## config.mk

```make
export PLATFORM = sky130hd
export DESIGN_NAME = udp_mux_arbiter
export DESIGN_NICKNAME = d
export VERILOG_FILES = /design/src/rtl/udp_mux_arbiter.sv
export SDC_FILE = /design/constraint.sdc
export NUM_CORES = 1
export LEC_CHECK = 0
export CAP_MARGIN = 15
export CELL_PAD_IN_SITES_DETAIL_PLACEMENT = 1
export CELL_PAD_IN_SITES_GLOBAL_PLACEMENT = 2
export CORE_MARGIN = 1
export CORE_UTILIZATION = 34
export DETAILED_ROUTE_END_ITERATION = 10
export HOLD_SLACK_MARGIN = 0.02
export PLACE_DENSITY_LB_ADDON = 0.1
export SLEW_MARGIN = 20
export SYNTH_ARGS = -nofsm -noshare
export SYNTH_HDL_FRONTEND = slang
export SYNTH_SLANG_ARGS = --single-unit
```

## constraint.sdc

```tcl
create_clock -name clk -period 2.5 [get_ports clk]
set_input_delay 0.5 -clock clk [delete_from_list [all_inputs] [get_ports clk]]
set_output_delay 0.5 -clock clk [all_outputs]
set_load 0.02 [all_outputs]
```

## src/rtl/udp_mux_arbiter.sv

```systemverilog
// ---------------------------------------------------------------------------
// UdpMuxArbiter (module udp_mux_arbiter)
//
// Purpose:
//   Packet-level round-robin arbiter that steers the enable/select inputs of
//   the UDP TX mux. One source owns the mux at a time. Ownership lasts from
//   the grant until that packet's payload tlast leaves the mux output. Only
//   handshakes are observed; no data passes through this block. A packet
//   that makes no progress for TIMEOUT_CYCLES cycles is abandoned so the
//   mux cannot stay locked to a dead source.
//
// Parameters:
//   S_COUNT         number of UDP sources (>= 2)
//   TIMEOUT_CYCLES  no-progress cycles before a grant is abandoned, 0 = off
//
// Ports:
//   clk          in   clock
//   reset_n      in   asynchronous reset, active low
//   s_hdr_valid  in   per-source header valid (mux sink hdr_valid)
//   s_hdr_ready  in   per-source header ready (mux sink hdr_ready)
//   m_tvalid     in   mux output payload tvalid
//   m_tready     in   mux output payload tready
//   m_tlast      in   mux output payload tlast
//   enable       out  mux enable, high only while waiting for the header
//   select       out  mux select, index of the current owner
//   grant        out  one-hot owner, zero when idle
//   busy         out  high while a source owns the mux
//   timeout      out  one-cycle pulse when a grant is abandoned
// ---------------------------------------------------------------------------
module udp_mux_arbiter #(
  parameter int S_COUNT        = 2,
  parameter int TIMEOUT_CYCLES = 4096
) (
  input  logic                       clk,
  input  logic                       reset_n,
  input  logic [S_COUNT-1:0]         s_hdr_valid,
  input  logic [S_COUNT-1:0]         s_hdr_ready,
  input  logic                       m_tvalid,
  input  logic                       m_tready,
  input  logic                       m_tlast,
  output logic                       enable,
  output logic [$clog2(S_COUNT)-1:0] select,
  output logic [S_COUNT-1:0]         grant,
  output logic                       busy,
  output logic                       timeout
);

  localparam int SW = $clog2(S_COUNT);

  // A disabled timeout still needs a legal one-bit counter.
  localparam int TW = (TIMEOUT_CYCLES > 0) ? $clog2(TIMEOUT_CYCLES + 1) : 1;
  localparam bit TO_EN = (TIMEOUT_CYCLES > 0);
  localparam logic [TW-1:0] TO_LIMIT = TO_EN ? TW'(TIMEOUT_CYCLES - 1) : '0;
  localparam logic [SW-1:0] LAST_RESET = SW'(S_COUNT - 1);

  typedef enum logic [1:0] {
    ST_IDLE    = 2'd0,
    ST_GRANT   = 2'd1,
    ST_PAYLOAD = 2'd2
  } state_t;

  state_t              r_state;
  logic                r_enable;
  logic [SW-1:0]       r_select;
  logic [S_COUNT-1:0]  r_grant;
  logic                r_busy;
  logic                r_timeout;
  logic [SW-1:0]       r_last;
  logic [TW-1:0]       r_timer;

  logic                w_beat;
  logic                w_beatLast;
  logic                w_hs;
  logic                w_progress;
  logic                w_expire;
  logic [TW-1:0]       w_timerNext;
  logic                w_reqFound;
  logic [SW-1:0]       w_winner;
  logic [S_COUNT-1:0]  w_winnerOneHot;

  assign enable  = r_enable;
  assign select  = r_select;
  assign grant   = r_grant;
  assign busy    = r_busy;
  assign timeout = r_timeout;

  // Handshake observations on the mux sink (header) and mux output (payload).
  assign w_beat     = m_tvalid & m_tready;
  assign w_beatLast = w_beat & m_tlast;
  assign w_hs       = s_hdr_valid[r_select] & s_hdr_ready[r_select];
  assign w_progress = w_hs | w_beat;

  // Expiry fires on the last allowed no-progress cycle; the counter itself
  // saturates so it can never wrap back into a false "fresh" value.
  assign w_expire    = TO_EN && (r_timer == TO_LIMIT);
  assign w_timerNext = (r_timer == {TW{1'b1}}) ? r_timer : r_timer + 1'b1;

  // Round-robin scan starting just after the most recently served source,
  // so the previous owner is considered last.
  always_comb begin
    int idx;
    idx        = 0;
    w_reqFound = 1'b0;
    w_winner   = '0;
    for (int k = 1; k <= S_COUNT; k++) begin
      idx = int'(r_last) + k;
      if (idx >= S_COUNT) begin
        idx = idx - S_COUNT;
      end
      if (!w_reqFound && s_hdr_valid[idx]) begin
        w_reqFound = 1'b1;
        w_winner   = SW'(idx);
      end
    end
  end

  assign w_winnerOneHot = {{(S_COUNT-1){1'b0}}, 1'b1} << w_winner;

  // Arbiter FSM with all outputs registered.
  // IDLE picks a winner, GRANT holds enable until exactly one header is
  // accepted, PAYLOAD keeps select frozen until the tlast beat drains.
  // "last" is only updated once a header is actually accepted (or the grant
  // times out), so an abandoned or pending grant does not skew fairness.
  always_ff @(posedge clk or negedge reset_n) begin
    if (!reset_n) begin
      r_state   <= ST_IDLE;
      r_enable  <= 1'b0;
      r_select  <= '0;
      r_grant   <= '0;
      r_busy    <= 1'b0;
      r_timeout <= 1'b0;
      r_last    <= LAST_RESET;
      r_timer   <= '0;
    end else begin
      r_timeout <= 1'b0;
      case (r_state)
        ST_IDLE: begin
          r_timer <= '0;
          if (w_reqFound) begin
            r_select <= w_winner;
            r_grant  <= w_winnerOneHot;
            r_enable <= 1'b1;
            r_busy   <= 1'b1;
            r_state  <= ST_GRANT;
          end
        end

        ST_GRANT: begin
          if (w_hs) begin
            // Header accepted: close the mux so no second header slips in.
            // A tlast beat in the same cycle means the packet is already out.
            r_enable <= 1'b0;
            r_last   <= r_select;
            r_timer  <= '0;
            if (w_beatLast) begin
              r_grant <= '0;
              r_busy  <= 1'b0;
              r_state <= ST_IDLE;
            end else begin
              r_state <= ST_PAYLOAD;
            end
          end else if (w_beat) begin
            r_timer <= '0;
          end else if (w_expire) begin
            r_enable  <= 1'b0;
            r_grant   <= '0;
            r_busy    <= 1'b0;
            r_timeout <= 1'b1;
            r_last    <= r_select;
            r_timer   <= '0;
            r_state   <= ST_IDLE;
          end else begin
            r_timer <= w_timerNext;
          end
        end

        ST_PAYLOAD: begin
          if (w_beatLast) begin
            // Normal release takes priority over a coincident expiry.
            r_grant <= '0;
            r_busy  <= 1'b0;
            r_timer <= '0;
            r_state <= ST_IDLE;
          end else if (w_progress) begin
            r_timer <= '0;
          end else if (w_expire) begin
            r_grant   <= '0;
            r_busy    <= 1'b0;
            r_timeout <= 1'b1;
            r_last    <= r_select;
            r_timer   <= '0;
            r_state   <= ST_IDLE;
          end else begin
            r_timer <= w_timerNext;
          end
        end

        default: begin
          r_enable <= 1'b0;
          r_grant  <= '0;
          r_busy   <= 1'b0;
          r_timer  <= '0;
          r_state  <= ST_IDLE;
        end
      endcase
    end
  end

endmodule

```

==> summary.txt <==
Global route
  • Grt ovf: 0
  • Vias in the first global route: 1066
  • Largest net degree at the start of global routing: 23
  • GR Util met3: 3.31%
  • Met2 usage: 24.9%
  • Initial antenna violation count: 0
  • GRT Util Overall: 17.2%
  • Global-route wire length before repair: 5.24 mm
  • Layer with the highest usage: met1
  • GR Util met1: 26.5%

Cells and area
  • P&R area growth vs syn: 18.4%
  • # nets final: 158
  • Ant. Diodes: 0
  • Share of layout cells above drive strength 1: 10.5%
  • Most common library cell in the layout ignoring fill and taps: dfrtp_1
  • Final design area excluding fillers: 0.00146 mm2
  • Final Non-Filler Cells: 189
  • Most frequent cells in the layout: 21 x dfrtp_1, 15 x nor2_1, 14 x clkdlybuf4s50_1, 10 x nand3_1, 8 x nand2_1

STA
  • Fin crit period: 2.09 ns
  • Final hold viol count: 0
  • Final Max Tran Viols: 0
  • # setup viols final: 0
  • Fin crit share: 83.4%
  • Clock skew: 0.0153 ns
  • Max Fclk: 0.479 GHz
  • Relative slew slack: 68.3%
  • Post-route setup slack: 0.414 ns
  • RSZ-0062 raised after global routing: false
  • Setup TNS: 0 ns
  • Worst-Margin Slew: 0.470 ns

Power
  • Total power draw: about 1.3 mW
  • Comb pwr share: between 40% and 50%
  • Switching pwr: 515 uW
  • PD cells: 888 mW/mm2
  • Clk pwr share: a little over an eighth
  • Internal Power: 785 uW
  • Power share of the sequential group: 38.3%
  • Worst VDD drop: ~0.6 mV
  • Leak: between 0.6 and 0.7 nW
  • Switching Fraction: 39.6%

CTS
  • # hold bufs at CTS: 0
  • Clock buffer depth: 2
  • # H-tree levels: 1
  • Root buf cell: clkbuf_4
  • Clock transition at path regs: 0.13 ns
  • CTS sink cnt: 22
  • Gates resized, CTS repair: 0
  • Total CTS buffers: 3
  • CTS tree: yes
  • Clk Latency, worst-skew pair: 0.31 ns
  • Setup Buffers After CTS: 0

Placed design
  • Placement-stage cell area: around 0.0014 mm2
  • GP Congestion: around 0.87
  • Pre-CTS setup slack: 0.240 ns
  • Post-DP HPWL: 2.25 mm
  • Number of I/O port buffers: 14
  • Placed Cells: 185

Drt
  • # DRC: 0
  • Iter 0 DRT Violations: 66
  • Via-to-Cell Ratio: roughly 5.4
  • Routed Antenna Nets: 0
  • TritonRoute pass-1 iters: 4
  • Routed len/inst: 15.7 um
  • Vias after detailed routing: around 1000
  • Final WL: 2.98 mm

Hold path
  • Worst hold stages: 1
  • Worst Hold End: busy
  • Min-Delay Path Class: flop to flop
  • Hold_sp: busy

Synthesis
  • Syn_nets: 140
  • Synthesized area: approximately 0.0012 mm2
  • Register bit total from synthesis: 22
  • YS warnings: 0
  • Post-synthesis cell type count: 43
  • Number of synthesized flops with an enable pin: 0
  • Synth async-reset ratio: 100%
  • Avg Cell Area, Syn: 9.81 um2
  • Main synth FF type: dfrtp_1
  • Mapped Cells: 126
  • Sequential fraction of the synthesis area: 44.6%

Worst setup path
  • R2r startpoint: r_timer[0]
  • Worst EP arrival: 2.27 ns
  • Crit path max fanout: 7
  • Setup crit end kind: flop
  • CP Launch Type: flop
  • CP required: between 2 and 3 ns
  • Reg2reg path depth: 6
  • R2r setup slk: around 0.41 ns
  • RR Endpoint: enable
  • Crit path kind: flop to flop

Floorplanning
  • Die H: 62.3 um
  • Starting density of the core: 36.2%
  • Die X: 62.3 um
  • Ports: 15
  • Core Region: 0.00342 mm2
  • Die footprint: slightly below 0.004 mm2
  • Rows: 21

Outcome
  • Status: finished clean

Flow run
  • Max cap viols: 0
## worst max-delay path, cell delays in order (launching register included)
cell      delay, ns
dfrtp_1        0.43
ha_1           0.20
and3_1         0.33
nand4_2        0.18
nand2b_4       0.19
a311oi_2       0.27
mux2_1         0.36
## worst max path at each step
stage	cells after the start	end	startpoint	slack, ns
6_report	6	enable	r_timer[0]	0.41
5_1_grt	6	enable	r_timer[1]	0.31
4_1_cts	6	enable	r_timer[1]	0.44
3_5_place_dp	5	enable	s_hdr_valid[1]	0.24
3_3_place_gp	5	enable	s_hdr_valid[1]	0.32
2_1_floorplan	7	grant[1]	r_state[0]	0.66
## per-layer routing
metal  vias up  part of all wire, %
met3         2                  1.9
met5         -                    0
met2         7                   44
li1        498                    -
met1       508                   53
met4         0                 0.64
## registers in the layout, summed over array words and instances, names as in the netlist
signal	cells
grant	2
select	1
enable	1
timeout	1
busy	1
r_timer	13
r_last	1
r_state	2
## per-stage QoR
step | hold WS (ns) | util, %
final | 0.507 | 42.9
after global routing | 0.536 | 42.9
after CTS | 0.511 | 42.9
after detailed placement | 0.482 | 42.1
after global placement | 0.470 | 42.1
after floorplan | 0.204 | -
## power groups by stage
stage / Sequential (mW) / Combinational [mW] / Clock (mW)
global route: 0.510 / 0.695 / 0.193
detailed placement: 0.504 / 0.630 / 0
finish: 0.498 / 0.633 / 0.170
CTS: 0.498 / 0.636 / 0.175
global placement: 0.497 / 0.623 / 0
floorplan: 0.537 / 0.367 / 0
## Yosys cell counts (2+ instances only)
master | count | area, um2
ha_1 | 5 | 62.6
a211oi_1 | 4 | 30.0
inv_1 | 5 | 18.8
nand4_1 | 2 | 12.5
nand3b_1 | 3 | 22.5
buf_2 | 2 | 10.0
a21oi_1 | 4 | 20.0
and3_2 | 2 | 15.0
a41oi_1 | 3 | 26.3
nand2_1 | 8 | 30.0
and4_2 | 2 | 20.0
and3_1 | 3 | 18.8
nand3_1 | 10 | 50.1
o21ai_0 | 3 | 15.0
a31oi_1 | 3 | 18.8
dfrtp_1 | 21 | 526
nor2_1 | 15 | 56.3
xor2_1 | 6 | 52.6
## cell families (layout without fill, tap and decap cells)
| family | after synthesis | after routing | synth area share [%] |
|---|---|---|---|
| simple gates | 54 | 54 | 24.2 |
| compound gates | 27 | 27 | 16.2 |
| flops | 22 | 22 | 44.6 |
| buf+inv | 9 | 26 | 3.04 |
| xor+xnor | 6 | 6 | 4.25 |
| fa+ha+maj | 5 | 5 | 5.06 |
| mux | 3 | 3 | 2.63 |
## cell type report
cell class / count / area, um2
Fill cell: 411 / 1950
Multi-Input combinational cell: 95 / 647
Sequential cell: 22 / 552
Timing Repair Buffer: 17 / 163
Tap cell: 46 / 57.6
Clock buffer: 4 / 26.3
Inverter: 5 / 18.8
No activity file was read; power rests on OpenSTA's default activity.
